File: src/rtl/haar_wtu.sv
// haar_wtu: drains one frame of 2**DEPTH signed samples from the WTU sample buffer.
// It runs a full-depth in-place Haar transform, one level per cycle, and then streams
// the coefficients in Mallat order over a valid/ready interface.
// Build option: define WTU_AVG_EN for the averaging (halved) Haar variant.

module haar_wtu #(
   parameter int unsigned BITWIDTH  = 24,
   parameter int unsigned DEPTH     = 3,
   parameter int unsigned OUT_WIDTH = BITWIDTH + DEPTH
) (
   input  logic                        clk,
   input  logic                        rst,
   input  logic                        buf_ready,
   output logic [DEPTH-1:0]            buf_addr,
   input  logic signed [BITWIDTH-1:0]  buf_data,
   output logic                        coef_valid,
   input  logic                        coef_ready,
   output logic signed [OUT_WIDTH-1:0] coef_data,
   output logic [DEPTH-1:0]            coef_idx,
   output logic                        coef_last,
   output logic                        busy
);

   localparam int WIDTH = 1 << DEPTH;
   localparam int LVL_W = (DEPTH > 1) ? $clog2(DEPTH) : 1;

   typedef enum logic [1:0] {StIdle, StFetch, StComp, StOut} state_e;

   state_e                      state_q, state_d;
   logic [DEPTH-1:0]            addr_q;
   logic [DEPTH-1:0]            idx_q;
   logic [LVL_W-1:0]            lvl_q;
   logic signed [OUT_WIDTH-1:0] w_q [WIDTH];
   logic signed [OUT_WIDTH-1:0] w_d [WIDTH];
   logic                        last_lvl;
   logic                        last_cap;
   logic                        last_idx;

   assign last_lvl = (lvl_q == LVL_W'(DEPTH - 1));
   assign last_cap = (addr_q == DEPTH'(WIDTH - 1));
   assign last_idx = (idx_q == DEPTH'(WIDTH - 1));

   assign buf_addr = addr_q;
   assign coef_idx = idx_q;

   // State register
   always_ff @(posedge clk or negedge rst) begin
      if (!rst) begin
         state_q <= StIdle;
      end else begin
         state_q <= state_d;
      end
   end

   // Next-state logic
   always_comb begin
      state_d = state_q;
      case (state_q)
         StIdle:  if (buf_ready) state_d = StFetch;
         StFetch: if (buf_ready && last_cap) state_d = StComp;
         StComp:  if (last_lvl) state_d = StOut;
         StOut:   if (coef_ready && last_idx) state_d = StIdle;
         default: state_d = StIdle;
      endcase
   end

   // Outputs decoded from the current state; coefficient data is forced to 0 unless valid
   always_comb begin
      busy       = 1'b0;
      coef_valid = 1'b0;
      coef_data  = '0;
      coef_last  = 1'b0;
      case (state_q)
         StFetch: busy = 1'b1;
         StComp:  busy = 1'b1;
         StOut: begin
            busy       = 1'b1;
            coef_valid = 1'b1;
            coef_data  = w_q[idx_q];
            coef_last  = last_idx;
         end
         default: ;
      endcase
   end

   // One Haar level: pairs in the low (WIDTH >> lvl) entries give sums (to the front)
   // and differences (to the upper half of that span); everything above is untouched.
   always_comb begin
      w_d = w_q;
      for (int l = 0; l < int'(DEPTH); l++) begin
         if (lvl_q == LVL_W'(l)) begin
            for (int k = 0; k < (WIDTH >> (l + 1)); k++) begin
`ifdef WTU_AVG_EN
               w_d[k]                     = (w_q[2*k] + w_q[2*k+1]) >>> 1;
               w_d[(WIDTH >> (l + 1)) + k] = (w_q[2*k] - w_q[2*k+1]) >>> 1;
`else
               w_d[k]                     = w_q[2*k] + w_q[2*k+1];
               w_d[(WIDTH >> (l + 1)) + k] = w_q[2*k] - w_q[2*k+1];
`endif
            end
         end
      end
   end

   // Datapath: sample capture, level counter, working array and output index
   always_ff @(posedge clk or negedge rst) begin
      if (!rst) begin
         addr_q <= '0;
         idx_q  <= '0;
         lvl_q  <= '0;
         for (int i = 0; i < WIDTH; i++) w_q[i] <= '0;
      end else begin
         case (state_q)
            StIdle: begin
               addr_q <= '0;
               idx_q  <= '0;
               lvl_q  <= '0;
            end
            StFetch: begin
               if (buf_ready) begin
                  w_q[addr_q] <= {{(OUT_WIDTH - BITWIDTH){buf_data[BITWIDTH-1]}}, buf_data};
                  // Wraps to 0 after the last address, leaving the buffer back at IDLE
                  addr_q      <= addr_q + DEPTH'(1);
               end
            end
            StComp: begin
               w_q   <= w_d;
               lvl_q <= last_lvl ? '0 : lvl_q + LVL_W'(1);
            end
            StOut: begin
               // Valid is always high here, so ready alone marks a transfer
               if (coef_ready) idx_q <= idx_q + DEPTH'(1);
            end
            default: begin
               addr_q <= '0;
               idx_q  <= '0;
               lvl_q  <= '0;
            end
         endcase
      end
   end

endmodule

File: config.mk
export PLATFORM = sky130hd
export DESIGN_NAME = haar_wtu
export DESIGN_NICKNAME = d
export VERILOG_FILES = /design/src/rtl/haar_wtu.sv
export SDC_FILE = /design/constraint.sdc
export NUM_CORES = 1
export LEC_CHECK = 0
export ABC_AREA = 0
export CORE_MARGIN = 1.5
export CORE_UTILIZATION = 35
export DETAILED_ROUTE_END_ITERATION = 10
export GPL_TIMING_DRIVEN = 1
export PLACE_DENSITY = 0.62
export SYNTH_ARGS = -nofsm -noshare
export SYNTH_HDL_FRONTEND = slang
export SYNTH_SLANG_ARGS = --single-unit
export TNS_END_PERCENT = 10
File: constraint.sdc
create_clock -name clk -period 3.67 [get_ports clk]
set_clock_uncertainty 0.1 [all_clocks]
set_input_delay 1.101 -clock clk [delete_from_list [all_inputs] [get_ports clk]]
set_output_delay 1.101 -clock clk [all_outputs]
set_load 0.02 [all_outputs]
==> out/summary.txt <==
outcome - finished clean
FF+latch count, synth - 226
Slew @ Worst Pin - 1.093 ns
R2R setup slack - 0.14 ns
DRT met1 WL - 39.58 mm
Slew HR - 27.02%
count leader, synth - a21oi_1
Worst EP required - 2.47 ns
type of element launching the critical path - flop
core region area - 0.06586 mm²
Pre-Repair DR Iteration Count - 6
via count - 22,880
fraction of layout cells with a size suffix above 1 - 11.95%
die area - 0.06818 mm²
Final Cycle Share - 98.18%
Worst R2R Start - w_q[189]
Synth Net Count - 3,164
Syn. warnings - 0
Area contributors post-synth - dfrtp_1 24%, ha_1 12%, a21oi_1 6.9%, mux4_2 5.2%, o21ai_0 5.2%
GR Overflow Total - 0
pre-CTS WS - 0.05687 ns
CP max-delay cell - dfrtp_4
fin crit period - 3.603 ns
Routed Antenna Nets - 0
CTS tree - yes
Nets - 3,240
max-capacitance violation count - 0
setup ws final - 0.06669 ns
cell area after placement - 0.02567 mm²
DR DRC count - 0
Initial Utilization - 35.40%
slowest stage delay, CP - 0.53 ns
critical path class - reg2out
crit-path leading delay family - multiplexers
async set-reset flop share out of synthesis - 100.0%
Detailed Route Iter0 Violations - 2,464
CTS buffer count - 27
Setup TNS Final - 0 ns
Worst-path clk slew - 0.06 ns
met3 wire length - 7.355 mm
Root Buffer - clkbuf_16
vias in the first global route - 21,190
die height - 261.1 µm
DR WL/cell - 22.60 µm
global-route wire length before repair - 131.6 mm
Hold Buf Count CTS - 0
Mapped Area - 0.02332 mm²
top cell type by total area after synthesis - dfrtp_1
met2 WL - 37.76 mm
Final Routed Wirelength - 87.42 mm
Post-synth top flop - dfrtp_1
Area growth syn-to-layout - 15.14%
Avg Vias per Cell - 5.915
R2R cell count - 13
clock sinks - 226
Seq/Total Area, Yosys - 24.25%
IO Count - 64
cell count after synthesis - 2,912
Yosys cell types - 81
Std-Cell Rows - 94
WHS - 0.3265 ns
Worst-Skew Late Latency - 0.57 ns
CP bufs+invs - 4
RR Endpoint - w_q[159]
DP HPWL - 68.40 mm
final hold viol count - 0
WP data arrival - 2.40 ns
CTS Buffer Depth - 3
Synth top area share - 24.25%
fmax - 277.5 MHz
top sig layer - met5
die width - 261.1 µm
Post-synth EDFFs - 0
initial antenna violation count - 1
Slew Viols, Final - 0
GRT Util Overall - 25.18%
H-tree levels - 1
RSZ-0062 raised after global routing - true
Cell Chain, Critical Path - buf_6, buf_16, buf_4, mux4_2, mux2i_4, nor2b_1, buf_2
RePlAce Congestion - 1.004
# setup viols final - 0
port bufs - 63
crit-path max FO - 13
final design instance area without fill - 0.02685 mm²
Mean Syn Cell Area - 8.007 µm²
largest net degree at the start of global routing - 80
commonest cells in the netlist - 323 x a21oi_1, 243 x nor2_1, 241 x o21ai_0
CP endpoint kind - output pin
Antenna Cells - 0
HP Class - in2async
==> flip-flops by register name, indices dropped and copies added (netlist names) <==
register / cells
state_q: 2
w_q: 216
buf_addr: 3
lvl_q: 2
coef_idx: 3
==> worst register-to-register path: stages, from the launching register on <==
cell      delay, ns
dfrtp_1        0.41
inv_1          0.07
ha_1           0.19
inv_1          0.07
fa_1           0.42
a211oi_1       0.32
nor2_1         0.14
a41oi_2        0.31
o21a_1         0.26
a21oi_1        0.18
a311oi_1       0.40
xor2_1         0.25
buf_4          0.17
o221ai_1       0.13
==> cell usage in the layout (no fill, tap or decap), types with 16 or more instances in the layout <==
cell type and count:
a22oi_1 16, a211oi_1 73, mux2i_1 26, xnor2_1 128, a21o_1 49, nor4_1 18
clkbuf_16 27, and3_1 17, buf_4 149, buf_12 17, nor3_1 49, o211ai_1 18
xor2_1 46, dfrtp_1 223, mux4_2 54, nand3_1 39, a31oi_1 31, o21ai_0 239
ha_1 214, nand2_1 227, a21oi_1 320, o221ai_1 22, o31ai_1 18, clkdlybuf4s50_1 34
inv_1 209, nand2b_1 37, o21bai_1 38, nor2_1 243, nor2b_1 83, o21a_1 20
==> cells by family after synthesis <==
| logic type | count (synthesis) | synth area share [%] |
|---|---|---|
| AOI/OAI and AO/OA | 998 | 26.91 |
| and+or+nand+nor | 791 | 15.97 |
| buffers and inverters | 396 | 6.686 |
| DFF | 226 | 24.25 |
| adders and majority gates | 224 | 12.28 |
| xor gates and xnor gates | 174 | 6.536 |
| muxes | 103 | 7.362 |
==> repair_timing <==
action,4_1_cts,5_1_grt
setup buffers,6,10
gates resized for setup,89,51
gates cloned,1,0
setup endpoints to repair,28,44
pin swaps,0,0
==> cell type report <==
cell class              instances  area [µm²]
inverters                     210       788.3
multi-input cells            2290       16390
clock buffers                  35       755.7
repair buffers                233        2042
clock inverters                10       130.1
fillers                      6606       39010
flip-flops and latches        226        5664
well taps                     864        1081
==> worst max path at each step <==
stage | end | cells past startpoint | from
after floorplan | coef_data[16] | 5 | coef_idx[1]
after global placement | w_q[144] | 7 | buf_ready
after detailed placement | w_q[159] | 13 | w_q[189]
after CTS | coef_data[13] | 6 | coef_idx[1]
after global routing | w_q[186] | 13 | w_q[189]
final | coef_data[16] | 7 | coef_idx[1]
==> per-stage QoR <==
stage               std cells  util [%]
CTS                      3858     40.68
finish                   3868     40.76
floorplan                2912         -
global placement         3806     38.97
detailed placement       3806     38.97
global route             3868     40.76
==> routing by layer <==
metal | global-route usage [%] | vias up
li1 | - | 10600
met1 | 36.93 | 11080
met2 | 38.55 | 1079
met3 | 2.904 | 113
met4 | 7.727 | 2
met5 | 0 | -
Power is not shown: default switching activity piles up to over one toggle a cycle in this logic, so the estimate is an artifact.
